--- src/rtl/rr_sched80_pkg.sv ---
// ---------------------------------------------------------------------------
// rr_sched80_pkg
//   Shared constants, the scheduler state type and a pointer helper for the
//   80-way round-robin scheduler (rr_sched80) and its picker (rr_pick80).
//
//   N_CH      number of requesters (legal indices 0..N_CH-1)
//   IDX_W     width of a channel / grant index
//   HOLD_W    width of the grant hold counter
//   IDX_NONE  out-of-range index; the downstream decoder maps it to all-zero
// ---------------------------------------------------------------------------
package rr_sched80_pkg;

    localparam int N_CH   = 80;
    localparam int IDX_W  = 7;
    localparam int HOLD_W = 8;

    localparam logic [IDX_W-1:0] IDX_NONE = 7'd127;
    localparam logic [IDX_W-1:0] IDX_LAST = IDX_W'(N_CH - 1);

    typedef enum logic [1:0] {
        IDLE,
        GRANT,
        GAP
    } state_t;

    // Search pointer that follows a released owner: one past it, wrapping 79->0.
    function automatic logic [IDX_W-1:0] next_ptr(input logic [IDX_W-1:0] idx);
        return (idx == IDX_LAST) ? '0 : IDX_W'(idx + 1);
    endfunction

endpackage

--- src/rtl/rr_sched80_if.sv ---
// ---------------------------------------------------------------------------
// rr_sched80_if
//   Request/grant bus between the channel request bus and the scheduler.
//
//   en         scheduling enable (no new grants while low)
//   req        per-channel request levels
//   gnt_done   owner release strobe, meaningful only while gnt_valid=1
//   gnt_valid  a grant is active
//   gnt_idx    granted channel index (decoder input, IDX_NONE when idle)
//   timeout    one-cycle pulse when a grant is force-released by the timeout
//   busy       scheduler is not idle
//
//   master: requester side; slave: scheduler side.
// ---------------------------------------------------------------------------
interface rr_sched80_if;
    import rr_sched80_pkg::*;

    logic              en;
    logic [N_CH-1:0]   req;
    logic              gnt_done;
    logic              gnt_valid;
    logic [IDX_W-1:0]  gnt_idx;
    logic              timeout;
    logic              busy;

    modport master (
        output en, req, gnt_done,
        input  gnt_valid, gnt_idx, timeout, busy
    );

    modport slave (
        input  en, req, gnt_done,
        output gnt_valid, gnt_idx, timeout, busy
    );

endinterface

--- src/rtl/rr_pick80.sv ---
// ---------------------------------------------------------------------------
// rr_pick80
//   Combinational round-robin picker over 80 request lines. Returns the first
//   set request at or above ptr, wrapping from channel 79 back to channel 0.
//
//   req       in   request levels
//   ptr       in   search start index (values >= N_CH are treated as 0)
//   pick_idx  out  chosen channel (IDX_NONE when nothing is requesting)
//   pick_vld  out  at least one request is set
// ---------------------------------------------------------------------------
module rr_pick80
    import rr_sched80_pkg::*;
(
    input  logic [N_CH-1:0]  req,
    input  logic [IDX_W-1:0] ptr,
    output logic [IDX_W-1:0] pick_idx,
    output logic             pick_vld
);

    logic [IDX_W-1:0]  base;
    logic [2*N_CH-1:0] dbl;
    logic [N_CH-1:0]   rot;
    logic [IDX_W-1:0]  off;
    logic [IDX_W:0]    sum;

    // NOTE: every signal written here gets a value before any condition, so
    // no path leaves a signal unassigned and no latch is inferred.
    always_comb begin
        base     = (ptr < IDX_W'(N_CH)) ? ptr : '0;
        // Rotating a doubled copy right by base puts channel base at bit 0
        // while keeping the 80-wide wrap (80 is not a power of two).
        dbl      = {req, req} >> base;
        rot      = dbl[N_CH-1:0];
        off      = '0;
        pick_vld = 1'b0;
        // Scan downward so the lowest set bit of the rotated vector wins.
        for (int i = N_CH - 1; i >= 0; i--) begin
            if (rot[i]) begin
                off      = IDX_W'(i);
                pick_vld = 1'b1;
            end
        end
        // Undo the rotation modulo 80; base and off are both < 80, so one
        // conditional subtraction is enough.
        sum = {1'b0, off} + {1'b0, base};
        if (!pick_vld) begin
            pick_idx = IDX_NONE;
        end else if (sum >= (IDX_W + 1)'(N_CH)) begin
            pick_idx = IDX_W'(sum - (IDX_W + 1)'(N_CH));
        end else begin
            pick_idx = sum[IDX_W-1:0];
        end
    end

endmodule

--- src/rtl/rr_sched80.sv ---
// ---------------------------------------------------------------------------
// rr_sched80
//   Round-robin scheduler sharing one resource slot among 80 requesters.
//   Grants one channel at a time and holds it until the owner pulses
//   gnt_done, its request drops, or the hold timeout expires. Every release
//   is followed by one GAP cycle so the decoder sees an all-zero cycle
//   between owners; the next pick happens in the following IDLE cycle.
//
//   MAX_HOLD  maximum grant length in cycles (0 disables the timeout)
//
//   clk       system clock
//   rst       synchronous active-high reset
//   bus       rr_sched80_if.slave: en, req, gnt_done in;
//             gnt_valid, gnt_idx, timeout, busy out
// ---------------------------------------------------------------------------
module rr_sched80
    import rr_sched80_pkg::*;
#(
    parameter int unsigned MAX_HOLD = 200
)
(
    input  logic          clk,
    input  logic          rst,
    rr_sched80_if.slave   bus
);

    localparam logic              HOLD_EXP_EN = (MAX_HOLD != 0);
    localparam logic [HOLD_W-1:0] HOLD_EXP    = HOLD_W'(MAX_HOLD - 1);
    localparam logic [HOLD_W-1:0] HOLD_SAT    = '1;

    state_t            state_q,     state_d;
    logic [IDX_W-1:0]  ptr_q,       ptr_d;
    logic [HOLD_W-1:0] hold_q,      hold_d;
    logic [IDX_W-1:0]  gnt_idx_q,   gnt_idx_d;
    logic              gnt_valid_q, gnt_valid_d;
    logic              timeout_q,   timeout_d;

    logic [IDX_W-1:0]  pick_idx;
    logic              pick_vld;
    logic              owner_drop;
    logic              hold_expire;

    rr_pick80 u_pick (
        .req      (bus.req),
        .ptr      (ptr_q),
        .pick_idx (pick_idx),
        .pick_vld (pick_vld)
    );

    // Voluntary release (owner done or request gone) versus forced release.
    // Only a forced release with no voluntary cause raises the timeout pulse.
    assign owner_drop  = bus.gnt_done || !bus.req[gnt_idx_q];
    assign hold_expire = HOLD_EXP_EN && (hold_q == HOLD_EXP);

    always_comb begin
        state_d     = state_q;
        ptr_d       = ptr_q;
        hold_d      = hold_q;
        gnt_idx_d   = gnt_idx_q;
        gnt_valid_d = gnt_valid_q;
        timeout_d   = 1'b0;

        unique case (state_q)
            IDLE: begin
                if (bus.en && pick_vld) begin
                    state_d     = GRANT;
                    gnt_idx_d   = pick_idx;
                    gnt_valid_d = 1'b1;
                    hold_d      = '0;
                end
            end

            // en is deliberately ignored here: dropping it never cuts a grant.
            GRANT: begin
                if (owner_drop || hold_expire) begin
                    state_d     = GAP;
                    gnt_valid_d = 1'b0;
                    gnt_idx_d   = IDX_NONE;
                    ptr_d       = next_ptr(gnt_idx_q);
                    hold_d      = '0;
                    timeout_d   = hold_expire && !owner_drop;
                end else if (hold_q != HOLD_SAT) begin
                    hold_d = hold_q + 1'b1;
                end
            end

            GAP: begin
                state_d = IDLE;
            end

            default: begin
                state_d = IDLE;
            end
        endcase
    end

    // NOTE: reset is tested inside the clocked block, so it only takes effect
    // on a rising clk edge; a reset mid-grant therefore never pulses timeout.
    always_ff @(posedge clk) begin
        if (rst) begin
            state_q     <= IDLE;
            ptr_q       <= '0;
            hold_q      <= '0;
            gnt_idx_q   <= IDX_NONE;
            gnt_valid_q <= 1'b0;
            timeout_q   <= 1'b0;
        end else begin
            // NOTE: non-blocking updates so every register samples the values
            // from before this edge, independent of statement order.
            state_q     <= state_d;
            ptr_q       <= ptr_d;
            hold_q      <= hold_d;
            gnt_idx_q   <= gnt_idx_d;
            gnt_valid_q <= gnt_valid_d;
            timeout_q   <= timeout_d;
        end
    end

    assign bus.gnt_valid = gnt_valid_q;
    assign bus.gnt_idx   = gnt_idx_q;
    assign bus.timeout   = timeout_q;
    assign bus.busy      = (state_q != IDLE);

endmodule
--- src/flat_wrapper.sv ---
// flat-port wrapper written by rule: the top's interface ports become plain ports
module rr_sched80_flat import rr_sched80_pkg::*;
#(
    parameter int unsigned MAX_HOLD = 200
)
  (clk, rst, bus_en, bus_req, bus_gnt_done, bus_gnt_valid, bus_gnt_idx, bus_timeout, bus_busy);
  rr_sched80_if bus_i ();
  input  logic clk;
  input  logic rst;
  input wire logic [$bits(bus_i.en)-1:0] bus_en;
  input wire logic [$bits(bus_i.req)-1:0] bus_req;
  input wire logic [$bits(bus_i.gnt_done)-1:0] bus_gnt_done;
  output wire logic [$bits(bus_i.gnt_valid)-1:0] bus_gnt_valid;
  output wire logic [$bits(bus_i.gnt_idx)-1:0] bus_gnt_idx;
  output wire logic [$bits(bus_i.timeout)-1:0] bus_timeout;
  output wire logic [$bits(bus_i.busy)-1:0] bus_busy;
  assign bus_i.en = bus_en;
  assign bus_i.req = bus_req;
  assign bus_i.gnt_done = bus_gnt_done;
  assign bus_gnt_valid = bus_i.gnt_valid;
  assign bus_gnt_idx = bus_i.gnt_idx;
  assign bus_timeout = bus_i.timeout;
  assign bus_busy = bus_i.busy;
  rr_sched80 #(.MAX_HOLD(MAX_HOLD)) u_core (.clk(clk), .rst(rst), .bus(bus_i));
endmodule
--- config.mk ---
export PLATFORM = sky130hd
export DESIGN_NAME = rr_sched80_flat
export DESIGN_NICKNAME = d
export VERILOG_FILES = /design/src/rtl/rr_sched80_pkg.sv /design/src/rtl/rr_sched80_if.sv /design/src/rtl/rr_pick80.sv /design/src/rtl/rr_sched80.sv /design/src/flat_wrapper.sv
export SDC_FILE = /design/constraint.sdc
export NUM_CORES = 1
export LEC_CHECK = 0
export ABC_AREA = 1
export CORE_ASPECT_RATIO = 0.5
export CORE_MARGIN = 2
export CORE_UTILIZATION = 45
export CTS_BUF_LIST = sky130_fd_sc_hd__clkbuf_16
export DETAILED_ROUTE_END_ITERATION = 7
export MAX_ROUTING_LAYER = met4
export PLACE_DENSITY_LB_ADDON = 0.05
export REMOVE_ABC_BUFFERS = 1
export SLEW_MARGIN = 10
export SYNTH_ARGS = -nofsm -noshare
export SYNTH_HDL_FRONTEND = slang
export SYNTH_HIERARCHICAL = 1
export SYNTH_SLANG_ARGS = --single-unit
--- constraint.sdc ---
create_clock -name clk -period 11.6 [get_ports clk]
set_clock_uncertainty 0.15 [all_clocks]
set_input_delay 1.74 -clock clk [delete_from_list [all_inputs] [get_ports clk]]
set_output_delay 1.74 -clock clk [all_outputs]
set_load 0.02 [all_outputs]
==> results of run 1 <==
[metal layers]
| metal | global-route usage | vias up | wire length [microns] |
|---|---|---|---|
| li1 | - | 7087 | - |
| met1 | 0.544 | 6330 | 21300 |
| met2 | 0.529 | 693 | 18100 |
| met3 | 0.104 | 66 | 5430 |
| met4 | 0.0943 | 0 | 1080 |
| met5 | - | - | 0 |
[cell families after synthesis]
| logic type | share of synthesized area |
|---|---|
| DFF | 0.0502 |
| and+or+nand+nor | 0.577 |
| xor gates and xnor gates | 0.00845 |
| muxes | 0.0116 |
| buffers and inverters | 0.137 |
| adders and majority gates | 0.0152 |
| AOI/OAI and AO/OA | 0.201 |
[worst max path at each step]
stage | slack, ps | from | end
after global routing | 30 | bus_req[37] | u_core/bus.gnt_idx[4]
final | 1120 | bus_req[1] | u_core/bus.gnt_idx[4]
after floorplan | -540 | u_core/ptr_q[5] | u_core/bus.gnt_idx[4]
after detailed placement | 860 | bus_req[73] | u_core/bus.gnt_idx[4]
after CTS | 1130 | bus_req[73] | u_core/bus.gnt_idx[4]
after global placement | 930 | bus_req[68] | u_core/bus.gnt_idx[4]
[area by class of cell]
cell class | count | share of cell area
diodes | 1 | 0.000220
multi-input cells | 1832 | 0.747
flip-flops and latches | 26 | 0.0460
well taps | 307 | 0.0338
clock inverters | 1 | 0.00264
inverters | 171 | 0.0572
clock buffers | 3 | 0.00661
repair buffers | 128 | 0.106
[state kept, by name, summed over array words and instances, names as in the netlist]
| signal | flops |
|---|---|
| u_core/hold_q | 8 |
| u_core/bus.gnt_idx | 7 |
| u_core/ptr_q | 7 |
| u_core/state_q | 2 |
| u_core/bus.gnt_valid | 1 |
| u_core/bus.timeout | 1 |
[what timing repair did]
action | CTS | global route
endpoints found under the setup margin | 0 | 2
buffers inserted | 0 | 0
hold buffers | 0 | 0
hold endpoints to repair | 0 | 0
resized for setup | 0 | 16
[metrics by stage]
stage	setup slack, ps	cell area (sq um)
2_1_floorplan	-537	9590
6_report	1120	11400
3_3_place_gp	928	11200
3_5_place_dp	858	11200
5_1_grt	32.2	11400
4_1_cts	1130	11300
[synth_stat cells, types with 13 or more instances]
cell type  number  area [sq um]
nand2_1       862          3240
nand3_1       346          1730
o21ai_0       215          1080
inv_1         162           608
nor2_1        153           574
buf_2          58           290
a31oi_1        48           300
clkbuf_1       37           139
a21oi_1        36           180
o21ai_1        32           160
dfxtp_1        26           521
o211ai_1       20           150
buf_1          17          63.8
buf_6          16           180
or2_2          14          87.6
buf_4          13          97.6
[worst reg2reg max path, delay by kind of cell, from the launching register on]
kind	cells	cell delay [ps]
xor+xnor	2	580
simple gates	73	4770
fa+ha+maj	2	440
flops	1	420
buf+inv	5	1150
compound gates	12	2640
[power by group]
group	total (mW)	internal, mW	switching, mW
combinational	3.09	0.906	2.19
sequential	0.169	0.113	0.0562
clock	0.104	0.0689	0.0356
total	3.36	1.09	2.28
==> impl_metrics.tcl, run 1 <==
set metrics [dict create \
    clk_pin_slew_worst_paths_ps 70 \
    slew_headroom 0.350 \
    max_slew.worst_pin.slew_ps 975 \
    hp-start "u_core/bus.gnt_valid" \
    crit_path_end_kind "flip-flop" \
    power.density_nw_per_um2 296 \
    numCtsBuffers 3 \
    final_nets 2258 \
    synth-edff-count 0 \
    grt_max_degree 87 \
    place_inst 2464 \
    cts_max_level 1 \
    yosysWarnings 6 \
    fillers 2673 \
    synth-main-ff-cell "dfxtp_1" \
    synth_area_sq_um 10400 \
    vias_per_cell 5.74 \
    mostFrequentLayoutCell "nand2_1" \
    drtIter0Drc 1882 \
    coreArea_sq_um 22700 \
    dp_hpwl_mm 36.6 \
    io_pins 94 \
    final_util 0.500 \
    vdd_ir_drop_max_mv 0.117 \
    ys_seq_elements 26 \
    grt_overflow 0 \
    cts.sinks 26 \
    wl_per_cell_microns 18.6 \
    rrSetupSlack_ps 1360 \
    rsz0062_at_grt "no" \
    tritoncts "done" \
    drcViolationCount 0 \
    seq_area_frac_synth 0.0502 \
    crit_top_cell "nand2_1" \
    worstHoldEndpoint "u_core/bus.gnt_valid" \
    async_flop_share 0 \
    total_power_mw 3.36 \
    crit_family "simple AND/OR/NAND/NOR gates" \
    hold_viol_final 0 \
    path_depth 91 \
    arrival_ps 10500 \
    finalCriticalPeriod_ps 10480 \
    rr_startpoint "u_core/ptr_q[5]" \
    seq_area_sq_um 522 \
    cp_max_fo 3 \
    grt_pass1_vias 12196 \
    clock.fmax_ghz 0.0954 \
    critPathLaunchType "input pin" \
    worst-path-buf-inv 3 \
    final_layout_size_suffix_gt1_frac 0.0435 \
    hp-class "flip-flop to flip-flop" \
    num_vias 14176 \
    multi_input_comb_area_sq_um 8490 \
    worstSetupPathType "input pin to flip-flop" \
    syn_inst 2170 \
    firstDrtPassIters 7 \
    holdWs_ps 325 \
    start_util 0.457 \
    r2r_cells 94 \
    status "finished clean" \
    antenna_found_initial 1 \
    worst_path_largest_cell_delay_ps 610 \
    syn2layout_area_growth_pct 9.59 \
    crit_required_ps 11610 \
    routabilityCongestion 1.02 \
    cts_root_buf "clkbuf_16" \
    wl_mm 45.9 \
    die-area_sq_um 24300 \
    antenna_left 0 \
    clock_path_buffers 2 \
    drv_slew 0 \
    max-cap-violations 0 \
    reg2reg_to "u_core/bus.gnt_idx[4]" \
    io_buffer_count 93 \
    die_h_microns 111 \
    hold_depth 2 \
    stdcell_count 2469 \
    fin_crit_sh 0.904 \
    clk_latency_ps 270 \
    synth.distinct_cells 47 \
    final_cell_mix "nand2_1 (860), nand3_1 (346), o21ai_0 (206)" \
    finalSetupTns_ps 0 \
    critPathSlowestCell "o21ai_0" \
    die_x_microns 219 \
    rows 39 \
    p_leak_nw 5.78 \
    grt_pass1_wl_mm 70.4 \
    grt_usage 0.383 \
    finalSetupViolCount 0 \
    synth.avg_cell_area_sq_um 4.77 \
]
(Power assumes the default switching activity.)
==> inputs of run 2 (changes only) <==
--- a/config.mk
+++ b/config.mk
@@ -8,7 +8,7 @@
 export ABC_AREA = 1
 export CORE_ASPECT_RATIO = 0.5
 export CORE_MARGIN = 2
-export CORE_UTILIZATION = 45
+export CORE_UTILIZATION = 61
 export CTS_BUF_LIST = sky130_fd_sc_hd__clkbuf_16
 export DETAILED_ROUTE_END_ITERATION = 7
 export MAX_ROUTING_LAYER = met4
==> run 2 against run 1 <==
  * Sequential share of layout area increased by 0.075 points
  * Clock power about the same
  * Routed wire length decreased by 9.0%
  * Register-to-register slack got worse by 390 ps
  * Worst hold slack improved by 2.3 ps
  * First-iteration DRC count increased by 25%
  * Die area decreased by 26%
  * Maximum frequency decreased by 2.2%
  * Global-route usage increased by 7.8 points
  * Critical path type unchanged
  * The run now ends with DRC left
  * Via count increased by 2.7%
  * Cell count decreased by 3.6%
  * Largest power group unchanged
  * Core utilization increased by 17 points
==> impl_metrics.tcl, run 2 (synthesized netlist as in run 1, its figures left out) <==
set metrics [dict create \
    status "finished, violations left" \
    violations "DRC" \
    critPathSlowestCell "o21ai_0" \
    vdd_ir_drop_max_mv 0.230 \
    arrival_ps 10720 \
    rsz0062_at_grt "no" \
    largest_reg_flops 8 \
    numCtsBuffers 3 \
    grt_pass1_vias 11951 \
    io_buffer_count 93 \
    hp-class "flip-flop to flip-flop" \
    clock.fmax_ghz 0.0933 \
    firstDrtPassIters 8 \
    die-area_sq_um 18100 \
    final_util 0.675 \
    cts_root_buf "clkbuf_16" \
    final_nets 2249 \
    finalSetupViolCount 0 \
    slew_headroom 0.302 \
    syn2layout_area_growth_pct 7.57 \
    clock_path_buffers 2 \
    clk_latency_ps 260 \
    critPathLaunchType "input pin" \
    hold_viol_final 0 \
    clk_pin_slew_worst_paths_ps 70 \
    power.density_nw_per_um2 293 \
    wl_mm 41.7 \
    diodes 0 \
    max_slew.worst_pin.slew_ps 1050 \
    grt_usage 0.461 \
    drv_slew 0 \
    routabilityCongestion 1.14 \
    tritoncts "done" \
    fin_crit_sh 0.924 \
    final_layout_size_suffix_gt1_frac 0.0362 \
    crit_path_end_kind "flip-flop" \
    io_pins 94 \
    antenna_found_initial 0 \
    cp_max_fo 3 \
    worst-path-buf-inv 4 \
    place_inst 2375 \
    mostFrequentLayoutCell "nand2_1" \
    dp_hpwl_mm 32.7 \
    fillers 1730 \
    cts.sinks 26 \
    cts_max_level 1 \
    num_vias 14556 \
    crit_required_ps 11610 \
    wl_per_cell_microns 17.5 \
    max-cap-violations 0 \
    die_x_microns 188 \
    rows 33 \
    top_register "u_core/hold_q" \
    coreArea_sq_um 16500 \
    crit_top_cell "nand2_1" \
    grt_pass1_wl_mm 64.1 \
    total_power_mw 3.27 \
    grt_max_degree 101 \
    worstSetupPathType "input pin to flip-flop" \
    grt_overflow 0 \
    worst_path_largest_cell_delay_ps 860 \
    crit_family "simple AND/OR/NAND/NOR gates" \
    start_util 0.627 \
    antenna_left 0 \
    p_leak_nw 5.73 \
    final_cell_mix "nand2_1 (860), nand3_1 (346), o21ai_0 (214)" \
    holdWs_ps 327 \
    drtIter0Drc 2357 \
    die_h_microns 96.2 \
    drcViolationCount 3 \
    finalCriticalPeriod_ps 10720 \
    vias_per_cell 6.12 \
    stdcell_count 2379 \
    finalSetupTns_ps 0 \
]
==> run 2: worst reg2reg max path, delay by kind of cell (launching register included) <==
kind                     cells  cell delay, ps
XOR/XNOR                     2             670
flip-flops                   1             680
AND/OR/NAND/NOR             78            4910
AO/OA/AOI/OAI               12            2770
adder cells (fa/ha/maj)      2             470
buffers and inverters        3             890
==> run 2: layout make-up <==
| cell class | instances | area (sq um) | area share |
|---|---|---|---|
| well taps | 227 | 284 | 0.0255 |
| inverters | 171 | 649 | 0.0583 |
| clock buffers | 3 | 75.1 | 0.00674 |
| repair buffers | 119 | 1140 | 0.102 |
| flip-flops and latches | 26 | 520 | 0.0467 |
| clock inverters | 1 | 30.0 | 0.00269 |
| multi-input cells | 1832 | 8450 | 0.758 |
==> run 2: path summary, 6_finish.rpt <==
kind                             start                     to  slack [ps]  cells after the start
setup / recovery           bus_req[37]  u_core/bus.gnt_idx[4]         880                     97
hold / removal    u_core/bus.gnt_valid   u_core/bus.gnt_valid         330                      2
hold reg to reg   u_core/bus.gnt_valid   u_core/bus.gnt_valid         330                      2
setup reg to reg       u_core/ptr_q[6]  u_core/bus.gnt_idx[4]         970                     97
==> run 2: per-layer routing <==
metal / up-vias / routed length, microns / global-route usage
met5: - / 0 / -
met2: 996 / 16000 / 0.656
li1: 7070 / - / -
met1: 6341 / 17100 / 0.600
met4: 0 / 1540 / 0.160
met3: 149 / 7190 / 0.166
==> run 2: power by group <==
part | internal [mW] | leakage, nW | switching, mW
registers | 0.112 | 0.215 | 0.0320
logic | 0.878 | 5.46 | 2.14
clock network | 0.0687 | 0.0511 | 0.0329
total | 1.06 | 5.73 | 2.21
==> run 2: timing repair <==
action                                  in CTS  in global routing
gates resized for setup                      0                  2
endpoints found under the setup margin       0                  2
setup buffers                                0                  0
hold buffers                                 0                  0
==> run 2: per-stage QoR <==
step / worst slack (ps) / cell area [sq um]
global placement: 1060 / 11000
CTS: 1160 / 11100
floorplan: -537 / 9590
global route: 24.6 / 11100
finish: 883 / 11100
detailed placement: 896 / 11000
==> inputs of run 3 (changes only) <==
--- a/config.mk
+++ b/config.mk
@@ -6,11 +6,13 @@
 export NUM_CORES = 1
 export LEC_CHECK = 0
 export ABC_AREA = 1
+export CAP_MARGIN = 20
 export CORE_ASPECT_RATIO = 0.5
 export CORE_MARGIN = 2
 export CORE_UTILIZATION = 61
 export CTS_BUF_LIST = sky130_fd_sc_hd__clkbuf_16
 export DETAILED_ROUTE_END_ITERATION = 7
+export HOLD_SLACK_MARGIN = 0.06
 export MAX_ROUTING_LAYER = met4
 export PLACE_DENSITY_LB_ADDON = 0.05
 export REMOVE_ABC_BUFFERS = 1
==> results of run 3 <==
Final layout, timing and power as in run 2 (identical DEF).
